<file path="config.mk">
export PLATFORM = sky130hd
export DESIGN_NAME = exe_mdu
export DESIGN_NICKNAME = d
export VERILOG_FILES = /design/src/rtl/exe_mdu.sv
export SDC_FILE = /design/constraint.sdc
export NUM_CORES = 1
export LEC_CHECK = 0
export CORE_AREA = 2 2 241 243
export DETAILED_ROUTE_END_ITERATION = 6
export DIE_AREA = 0 0 243 245
export PLACE_DENSITY = 0.71
export SETUP_SLACK_MARGIN = 0.4
export SLEW_MARGIN = 20
export SYNTH_ARGS = -nofsm -noshare
export SYNTH_HDL_FRONTEND = slang
export SYNTH_SLANG_ARGS = --single-unit
</file>
<file path="constraint.sdc">
create_clock -name clk -period 5.5 [get_ports clk]
set_input_delay 1.1 -clock clk [delete_from_list [all_inputs] [get_ports clk]]
set_output_delay 1.1 -clock clk [all_outputs]
set_load 0.05 [all_outputs]
</file>
<file path="src/rtl/exe_mdu.sv">
// exe_mdu: single-issue execute unit. One-cycle ALU plus an iterative
// shift-add multiplier and restoring divider that share one accumulator.
module exe_mdu #(
  parameter int XLEN = 32,
  parameter int SHW  = $clog2(XLEN)
) (
  input  logic            clk,
  input  logic            rst_n,
  input  logic            in_valid,
  output logic            in_ready,
  input  logic [3:0]      op,
  input  logic [XLEN-1:0] src_a,
  input  logic [XLEN-1:0] src_b,
  input  logic [4:0]      rd,
  input  logic            flush,
  output logic            out_valid,
  input  logic            out_ready,
  output logic [4:0]      out_rd,
  output logic [XLEN-1:0] out_data,
  output logic [XLEN-1:0] out_hi,
  output logic            div_by_zero,
  output logic            busy
);
  localparam logic [3:0] OP_ADD  = 4'd0,  OP_SUB  = 4'd1,  OP_AND  = 4'd2,  OP_OR   = 4'd3;
  localparam logic [3:0] OP_XOR  = 4'd4,  OP_NOR  = 4'd5,  OP_SLT  = 4'd6,  OP_SLTU = 4'd7;
  localparam logic [3:0] OP_SLL  = 4'd8,  OP_SRL  = 4'd9,  OP_SRA  = 4'd10, OP_MUL  = 4'd11;
  localparam logic [3:0] OP_MULU = 4'd12, OP_DIV  = 4'd13, OP_DIVU = 4'd14;

  typedef enum logic [1:0] {S_IDLE, S_MUL, S_DIV, S_DONE} state_t;

  localparam logic [SHW:0] CNT_LAST = (SHW+1)'(XLEN-1);
  localparam logic [SHW:0] CNT_MAX  = (SHW+1)'(XLEN);

  state_t          state_q, state_d;
  logic [SHW:0]    cnt_q, cnt_d;
  logic [XLEN-1:0] acc_hi_q, acc_hi_d, acc_lo_q, acc_lo_d;
  logic [XLEN-1:0] opnd_q, opnd_d, a_q, a_d;
  logic            neg_lo_q, neg_lo_d, neg_hi_q, neg_hi_d, dbz_q, dbz_d;
  logic [XLEN-1:0] res_lo_q, res_lo_d, res_hi_q, res_hi_d;
  logic [4:0]      rd_q, rd_d;

  logic            accept, is_mul, is_div, sgn_op, a_neg, b_neg;
  logic [XLEN-1:0] mag_a, mag_b, alu_res, it_hi, it_lo, quo, rem;
  logic [XLEN:0]   mul_sum, div_sh, div_diff;
  logic [2*XLEN-1:0] prod;
  logic [SHW-1:0]  shamt;

  assign in_ready = (state_q == S_IDLE) | ((state_q == S_DONE) & out_ready);
  assign accept   = in_valid & in_ready & ~flush;
  assign is_mul   = (op == OP_MUL) | (op == OP_MULU);
  assign is_div   = (op == OP_DIV) | (op == OP_DIVU);
  assign sgn_op   = (op == OP_MUL) | (op == OP_DIV);
  assign a_neg    = sgn_op & src_a[XLEN-1];
  assign b_neg    = sgn_op & src_b[XLEN-1];
  assign mag_a    = a_neg ? -src_a : src_a;
  assign mag_b    = b_neg ? -src_b : src_b;
  assign shamt    = src_b[SHW-1:0];

  always_comb begin
    alu_res = '0;
    case (op)
      OP_ADD:  alu_res = src_a + src_b;
      OP_SUB:  alu_res = src_a - src_b;
      OP_AND:  alu_res = src_a & src_b;
      OP_OR:   alu_res = src_a | src_b;
      OP_XOR:  alu_res = src_a ^ src_b;
      OP_NOR:  alu_res = ~(src_a | src_b);
      OP_SLT:  alu_res = {{(XLEN-1){1'b0}}, $signed(src_a) < $signed(src_b)};
      OP_SLTU: alu_res = {{(XLEN-1){1'b0}}, src_a < src_b};
      OP_SLL:  alu_res = src_a << shamt;
      OP_SRL:  alu_res = src_a >> shamt;
      OP_SRA:  alu_res = $unsigned($signed(src_a) >>> shamt);
      default: alu_res = '0;
    endcase
  end

  // One iteration step. MUL shifts the product right through {hi,lo};
  // DIV shifts the dividend out of lo into the partial remainder in hi.
  always_comb begin
    mul_sum  = {1'b0, acc_hi_q} + (acc_lo_q[0] ? {1'b0, opnd_q} : '0);
    div_sh   = {acc_hi_q, acc_lo_q[XLEN-1]};
    div_diff = div_sh - {1'b0, opnd_q};
    if (state_q == S_MUL) begin
      it_hi = mul_sum[XLEN:1];
      it_lo = {mul_sum[0], acc_lo_q[XLEN-1:1]};
    end else if (!div_diff[XLEN]) begin
      it_hi = div_diff[XLEN-1:0];
      it_lo = {acc_lo_q[XLEN-2:0], 1'b1};
    end else begin
      it_hi = div_sh[XLEN-1:0];
      it_lo = {acc_lo_q[XLEN-2:0], 1'b0};
    end
    prod = {it_hi, it_lo};
    if (neg_lo_q) prod = -prod;
    quo = neg_lo_q ? -it_lo : it_lo;
    rem = neg_hi_q ? -it_hi : it_hi;
  end

  always_comb begin
    state_d  = state_q;
    cnt_d    = cnt_q;
    acc_hi_d = acc_hi_q;
    acc_lo_d = acc_lo_q;
    opnd_d   = opnd_q;
    a_d      = a_q;
    neg_lo_d = neg_lo_q;
    neg_hi_d = neg_hi_q;
    dbz_d    = dbz_q;
    res_lo_d = res_lo_q;
    res_hi_d = res_hi_q;
    rd_d     = rd_q;
    case (state_q)
      S_IDLE, S_DONE: begin
        if (accept) begin
          cnt_d    = '0;
          rd_d     = rd;
          a_d      = src_a;
          acc_hi_d = '0;
          acc_lo_d = mag_a;
          opnd_d   = mag_b;
          neg_lo_d = a_neg ^ b_neg;
          neg_hi_d = a_neg;
          dbz_d    = is_div & (src_b == '0);
          if (is_mul)      state_d = S_MUL;
          else if (is_div) state_d = S_DIV;
          else begin
            res_lo_d = alu_res;
            res_hi_d = '0;
            state_d  = S_DONE;
          end
        end else if (state_q == S_DONE && out_ready) begin
          state_d = S_IDLE;
        end
      end
      S_MUL, S_DIV: begin
        acc_hi_d = it_hi;
        acc_lo_d = it_lo;
        cnt_d    = (cnt_q == CNT_MAX) ? cnt_q : cnt_q + 1'b1;
        if (cnt_q == CNT_LAST) begin
          state_d = S_DONE;
          if (state_q == S_MUL) begin
            {res_hi_d, res_lo_d} = prod;
          end else if (dbz_q) begin
            res_lo_d = '1;
            res_hi_d = a_q;
          end else begin
            res_lo_d = quo;
            res_hi_d = rem;
          end
        end
      end
      default: state_d = S_IDLE;
    endcase
    // Kill beats both a simultaneous accept and a consumer handshake.
    if (flush) state_d = S_IDLE;
  end

  always_ff @(posedge clk or negedge rst_n) begin
    if (!rst_n) begin
      state_q  <= S_IDLE;
      cnt_q    <= '0;
      acc_hi_q <= '0;
      acc_lo_q <= '0;
      opnd_q   <= '0;
      a_q      <= '0;
      neg_lo_q <= 1'b0;
      neg_hi_q <= 1'b0;
      dbz_q    <= 1'b0;
      res_lo_q <= '0;
      res_hi_q <= '0;
      rd_q     <= '0;
    end else begin
      state_q  <= state_d;
      cnt_q    <= cnt_d;
      acc_hi_q <= acc_hi_d;
      acc_lo_q <= acc_lo_d;
      opnd_q   <= opnd_d;
      a_q      <= a_d;
      neg_lo_q <= neg_lo_d;
      neg_hi_q <= neg_hi_d;
      dbz_q    <= dbz_d;
      res_lo_q <= res_lo_d;
      res_hi_q <= res_hi_d;
      rd_q     <= rd_d;
    end
  end

  assign out_valid   = (state_q == S_DONE);
  assign busy        = (state_q == S_MUL) | (state_q == S_DIV);
  assign div_by_zero = dbz_q & out_valid;
  assign out_data    = res_lo_q;
  assign out_hi      = res_hi_q;
  assign out_rd      = rd_q;
endmodule

</file>
; ---- After elaboration in Yosys (flattened, before gate mapping)
; Index checks and enable logic that the tools add are counted.
[classes]
n_addsub = 10
multipliers = 0
n_div = 0
n_lt_le_gt_ge = 2
n_eq_ne = 26
shift = 3
muxes = 39
n_bitwise = 18
n_reduce_logical = 10
[op_table]
columns = cell, n
row1 = 32-bit two-way mux, 22
row2 = 32-bit case mux with 11 select lines, 1
row3 = 32-bit case mux with 2 select lines, 4
row4 = 32-bit negation, 4
row5 = 32-bit < comparator, 2
row6 = 64-bit two-way mux, 1
row7 = 64-bit negation, 1
row8 = 32-bit by 32-bit adder with 33-bit output, 1
row9 = 33-bit by 32-bit subtractor with 33-bit output, 1
row10 = 32-bit adder, 1
row11 = 32-bit bitwise AND, 1
row12 = 32-bit zero test, 1
row13 = 32-bit inverter, 1
row14 = 32-bit bitwise OR, 1
row15 = 32-bit by 5-bit << shifter with 32-bit output, 1
row16 = 32-bit by 5-bit right shift with 32-bit output, 1
row17 = 32-bit by 5-bit >>> shifter with 32-bit output, 1
row18 = 32-bit subtractor, 1
row19 = 32-bit XOR, 1
row20 = "4-bit equality test, second input constant", 7
row21 = "4-bit by 3-bit equality test with 1-bit output, second input constant", 4
row22 = 6-bit two-way mux, 2
row23 = 6-bit case mux with 2 select lines, 1
row24 = 2-bit two-way mux, 5
row25 = other kinds (22), 42
[word_totals]
ff_bits = 208
latch_bits = 0
ramBits = 0
mem_bits_ro = 0
out_inout_bits = 73
word_cells = 120
mem_count = 0

; ---- Logic depth before layout (Yosys ltp)
[logic_depth]
word_depth = 9
depth_mapped = 23

; ---- Worst setup path before layout
; OpenSTA, ideal clock, no wires.
[synth_timing]
kind = input to register
start = input src_b[2]
end = register res_lo_q[28], in the netlist out_data[28]
setup_ns = 0.126
arrival_ns = 5.362
path_slack_ns = 0.012
path_stages = 19
n_path_buf = 3
path_cell_list = clkinv_1 -> buf_1 -> clkbuf_1 -> buf_1 -> ha_1 -> nand2b_1 -> a21oi_1 -> o21ai_0 -> a311oi_1 -> o21bai_1 -> a2111oi_0 -> o21ai_0 -> a21oi_1 -> nor2_1 -> o31ai_1 -> mux2i_1 -> o2111ai_1 -> a221oi_1 -> nor2_1
[synth_between]
elab_chain_cells = 6
[synth_lines]
columns = item, line
row1 = start: declaration, 13  ; input logic [XLEN-1:0] src_b,
row2 = 32-bit subtractor (tied with other cells), 63  ; OP_SUB: alu_res = src_a - src_b;
row3 = 32-bit case mux with 11 select lines (*), 61  ; case (op)
row4 = 32-bit two-way mux (*), 125  ; else if (is_div) state_d = S_DIV;
row5 = 32-bit two-way mux (*), 124  ; if (is_mul) state_d = S_MUL;
row6 = 32-bit two-way mux (*), 114  ; if (accept) begin
row7 = 32-bit case mux with 2 select lines (*), 112  ; case (state_q)
row8 = end signal: assignment, 182  ; res_lo_q <= res_lo_d;
row9 = end: declaration, 39  ; logic [XLEN-1:0] res_lo_q, res_lo_d, res_hi_q, res_hi_d;
; Every way passes the cells marked *; elsewhere a longest branch is shown, timed or not. The select of a mux whose other input is x is not followed.
; A chain may end at the register's enable or synchronous reset.

; ---- Worst setup path after layout
[layout_timing]
start = register acc_lo_q[0]
end = register res_hi_q[30], in the netlist out_hi[30]
[layout_between]
elab_chain_cells = 9
[layout_lines]
columns = item, line
row1 = start: declaration, 36  ; logic [XLEN-1:0] acc_hi_q, acc_hi_d, acc_lo_q, acc_lo_d;
row2 = start signal: assignment, 176  ; acc_lo_q <= acc_lo_d;
row3 = 32-bit two-way mux, 80  ; mul_sum = {1'b0, acc_hi_q} + (acc_lo_q[0] ? {1'b0, opnd_q} : '0);
row4 = 32-bit by 32-bit adder with 33-bit output, 80
row5 = 32-bit two-way mux, 83  ; if (state_q == S_MUL) begin
row6 = 32-bit negation, 96  ; rem = neg_hi_q ? -it_hi : it_hi;
row7 = 32-bit two-way mux, 96
row8 = 32-bit two-way mux, 143  ; end else if (dbz_q) begin
row9 = 32-bit two-way mux (*), 141  ; if (state_q == S_MUL) begin
row10 = 32-bit two-way mux (*), 139  ; if (cnt_q == CNT_LAST) begin
row11 = 32-bit case mux with 2 select lines (*), 112
row12 = end signal: assignment, 183  ; res_hi_q <= res_hi_d;
row13 = end: declaration, 39
; Marked as above.

==> key figures <==
CTS
  • TritonCTS clock tree: built
  • Number of hold-repair buffers added at the cts stage: 0
  • Clock root cell: clkbuf_16
  • CTS clk-pin slew, worst paths: roughly 0.07 ns
  • Total clock buffers created by CTS: 26
  • Clock latency at the later pin of the worst-skew pair: 0.58 ns
  • Number of H-tree levels: 1
  • Number of buffers on the longest clock path: 3
  • Clock net sink count: 208

Worst setup path
  • Largest fanout on the critical path: 4
  • Sort of element at the end of the critical path: flop
  • Flop-to-flop setup slack: between 0.5 and 0.6 ns
  • Slowest cell on the critical path: or4_4
  • Maximum cell stage delay along the critical path: 0.56 ns
  • Worst r2r path cells: 15
  • Worst setup path category: flop to flop
  • Source of the worst register-to-register timing path: acc_lo_q[0]$_DFFE_PN0P_
  • Nature of the critical path startpoint: flop
  • Data arrival time of the critical path: roughly 5.4 ns
  • Critical path, cell by cell: and2_1 -> ha_1 -> fa_1 -> a21o_1 -> a221oi_4 -> a311oi_2 -> a21oi_1 -> a211oi_2 -> a2111oi_1 -> nor3_1 -> xor2_1 -> o221a_2 -> or4_4 -> o41a_1 -> a32o_1
  • Worst reg2reg endpoint: out_hi[30]$_DFFE_PN0P_
  • Required time of the critical path: 5.97 ns

Floorplanning
  • Count of pins on the block boundary: roughly 150
  • Area of the core region: 57030 µm²
  • Vertical extent of the die: around 250 µm
  • Die outline area: about 60000 µm²
  • Starting density of the core: 0.4434
  • Chip Width: 243 µm
  • Site Rows: 88

Routing
  • Total DRC errors in the routed layout: 4
  • Met2 wire length: 53.14 mm
  • Post-DR vias/cell: ~6.4
  • Wire length reported by the detailed router: about 120 mm
  • Total via count in the routed design: 29070
  • Wirelength per Cell: ~27 µm
  • Number of DRC markers in iteration 0: between 3000 and 4000
  • Detailed-routing wirelength on met1: 46.62 mm
  • Total length of routed met3 wires: 10.66 mm
  • Max Used Layer: met5
  • Total iterations of the first detailed-routing run: 7
  • Antenna Violating Nets Remaining: 0

Layout
  • Fraction of layout cells with a size suffix above 1: 0.1236
  • Layout Cells excl Fill: 4509
  • Net count of the finished layout: 3970
  • Layout Area Growth over Synthesis: 19.47%
  • Filler cell count in the final layout: 5726

Global route
  • Vias in the first global route: approximately 27000
  • Maximum number of pins on one net before global-route repair: 127
  • Total global routing track utilization: 0.3931
  • Total congestion overflow after global routing: 0
  • Number of antenna violations at the first check in global routing: 8
  • First-pass GRT wire length: about 180 mm

STA
  • Post-route worst hold slack: between 0.4 and 0.5 ns
  • Worst slew margin: 0.3283
  • Ratio of final minimum period to clock period: 0.8938
  • Setup TNS: 0 ns
  • Setup-failing EPs final: 0
  • Fmax: about 200 MHz
  • RSZ-0062 raised after global routing: false
  • Minimum clock period after layout: 4.916 ns
  • Hold violation total from the final report: 0
  • Final-report max-slew violation count: 0
  • Worst slew pin tran: just over 1 ns
  • Largest clock skew in the final design: 0.01385 ns

Synth
  • Share of synthesized flip-flops with an asynchronous set or reset: 1.000
  • Synthesis warning total: 0
  • Synth Area in Compound Gates: 0.3095
  • Synthesized instance count: 3489
  • Number of different library cells in the post-synthesis netlist: 92
  • Fraction of synthesized cell area in xor and xnor cells: 0.06512
  • Most area-consuming cells after synthesis: dfrtp_1, ha_1, o21ai_0, nand2_1, a21oi_1
  • Post-synthesis share of cell area spent on and, or, nand and nor gates: 0.2054
  • Number of nets in the synthesized netlist: 3740
  • Share of synthesized cell area in full adder, half adder and majority cells: 0.08679
  • Share of synthesized area occupied by flip-flops and latches: 0.2058
  • Primary FF master, synth: dfrtp_1
  • Multiplexer fraction of the synthesized cell area: 0.06992
  • Syn_area_per_cell: between 7 and 8 µm²
  • Register bit count reported by yosys: 208
  • Number of enable flip-flop cells after synthesis: 0
  • Main combinational cell family by area after synthesis: compound AO/OA/AOI/OAI gates
  • Top-area cell type share of the netlist area: 0.2058
  • Most area-hungry cell type in the Yosys netlist: dfrtp_1
  • Mapped Area: 25290 µm²

Placement
  • Detailed-placement wirelength estimate: 95.21 mm
  • Total instance count after detailed placement: 4455
  • Port Buffer Count: 150
  • Routability Congestion: 1.088

Outcome
  • Violations in the final reports: DRC
  • Outcome: finished with violations

Run
  • Max-capacitance violation count: 0

Power
  • Reported leakage power: 12.73 nW
  • Power Density: 637.7 nW/µm²
  • Worst-case vdd ir drop: around 0.43 mV

Worst hold path
  • Class of the most critical hold timing path: primary input to asynchronous set/reset pin
## final cells by class
| cell class | instances | area, µm² | share of cell area |
|---|---|---|---|
| diodes | 5 | 12.51 | 0.0004142 |
| clock buffers | 37 | 752.0 | 0.02489 |
| clock inverters | 11 | 122.6 | 0.004059 |
| inverters | 150 | 563.0 | 0.01864 |
| multi-input cells | 2901 | 18940 | 0.6269 |
| flip-flops and latches | 208 | 5206 | 0.1723 |
| well taps | 765 | 957.2 | 0.03168 |
| repair buffers | 432 | 3657 | 0.1211 |
## critical path, delay by kind of cell, from the launching register on
kind | cells | cell delay [ns]
AOI/OAI and AO/OA | 9 | 2.72
xor gates and xnor gates | 1 | 0.17
adders and majority gates | 2 | 0.63
DFF | 1 | 0.43
and+or+nand+nor | 3 | 0.88
## cell families (layout without fill, tap and decap cells)
| group | after synthesis | after routing |
|---|---|---|
| AOI/OAI and AO/OA | 1231 | 1231 |
| xor gates and xnor gates | 188 | 188 |
| adders and majority gates | 173 | 173 |
| buffers and inverters | 380 | 630 |
| DFF | 208 | 208 |
| muxes | 159 | 159 |
| other | 0 | 5 |
| and+or+nand+nor | 1150 | 1150 |
## flip-flops by register name (all words and copies together), names as in the netlist
signal and flops:
a_q 32, acc_hi_q 32, acc_lo_q 32, cnt_q 6, dbz_q 1, neg_hi_q 1, neg_lo_q 1, opnd_q 32
out_data 32, out_hi 32, out_rd 5, state_q 2
## timing repair
item / in CTS / in global routing
pin swaps: 2 / 12
gates resized for setup: 11 / 39
endpoints found under the setup margin: 8 / 24
hold endpoints to repair: 0 / 0
buffers inserted: 0 / 1
## stage by stage
step	setup slack, ns	instance area [µm²]	utilization	total power, W
finish	0.5841	30210	0.5297	0.01927
global route	0.3725	30200	0.5295	0.02043
CTS	0.3878	30010	0.5262	0.01878
detailed placement	0.04441	29080	0.5098	0.01684
global placement	0.04674	29080	0.5098	0.01676
floorplan	0.4470	25300	-	0.01186
## cells in the final DEF, fill, tap and decap left out, types with 52 or more instances in the layout
master           instances
nand2_1                454
a21oi_1                288
xnor2_1                118
mux2i_1                117
a31oi_1                 52
dfrtp_1                207
nor2_1                 318
and2_1                  52
inv_1                  145
nand3_1                 70
buf_4                  277
o21ai_0                385
clkdlybuf4s50_1        145
ha_1                   164
xor2_1                  70
nor3_1                  58
## cells in the mapped netlist (11+ instances only)
cell,n
a22oi_1,16
o21a_1,15
nand4_1,18
or3_1,24
nor3_1,60
a31oi_1,52
o2111ai_1,18
mux2_2,31
o211ai_1,44
nor2_1,320
ha_1,169
a21o_1,51
and2_1,53
o31ai_1,40
a221oi_1,33
o21ai_0,390
a211oi_1,41
mux4_2,11
a221o_1,17
xnor2_1,118
a21oi_1,293
o21bai_1,23
dfrtp_1,208
nor4_1,23
nand2b_1,32
clkbuf_1,185
nor2b_1,21
nand2_1,454
buf_1,38
inv_1,145
nand3_1,70
mux2i_1,117
and3_1,18
a2111oi_0,13
o41ai_1,16
xor2_1,70
o22ai_1,30
or2_2,20
## how the worst max path moves through the flow
stage | startpoint | to | slack, ns | cells after the start
after floorplan | src_b[1] | out_data[31]$_DFFE_PN0P_ | 0.45 | 20
after global placement | src_a[0] | out_data[28]$_DFFE_PN0P_ | 0.05 | 21
after detailed placement | src_a[0] | out_data[28]$_DFFE_PN0P_ | 0.04 | 21
after CTS | acc_lo_q[31]$_DFFE_PN0P_ | out_hi[30]$_DFFE_PN0P_ | 0.39 | 19
after global routing | opnd_q[17]$_DFFE_PN0P_ | out_hi[28]$_DFFE_PN0P_ | 0.37 | 20
final | acc_lo_q[0]$_DFFE_PN0P_ | out_hi[30]$_DFFE_PN0P_ | 0.58 | 15
## per-layer routing
layer  track usage  up-vias
li1              -    13160
met1        0.4883    13760
met2        0.6226     1706
met3       0.06101      436
met4        0.2835       12
met5             0        -
## report_power, final
group | internal, W | switching (W) | total [W]
Sequential | 0.00227 | 0.000809 | 0.00308
Combinational | 0.00550 | 0.00889 | 0.0144
Clock | 0.00105 | 0.000749 | 0.00179
Total | 0.00882 | 0.0105 | 0.0193
Power figures use the tool's default switching activity.
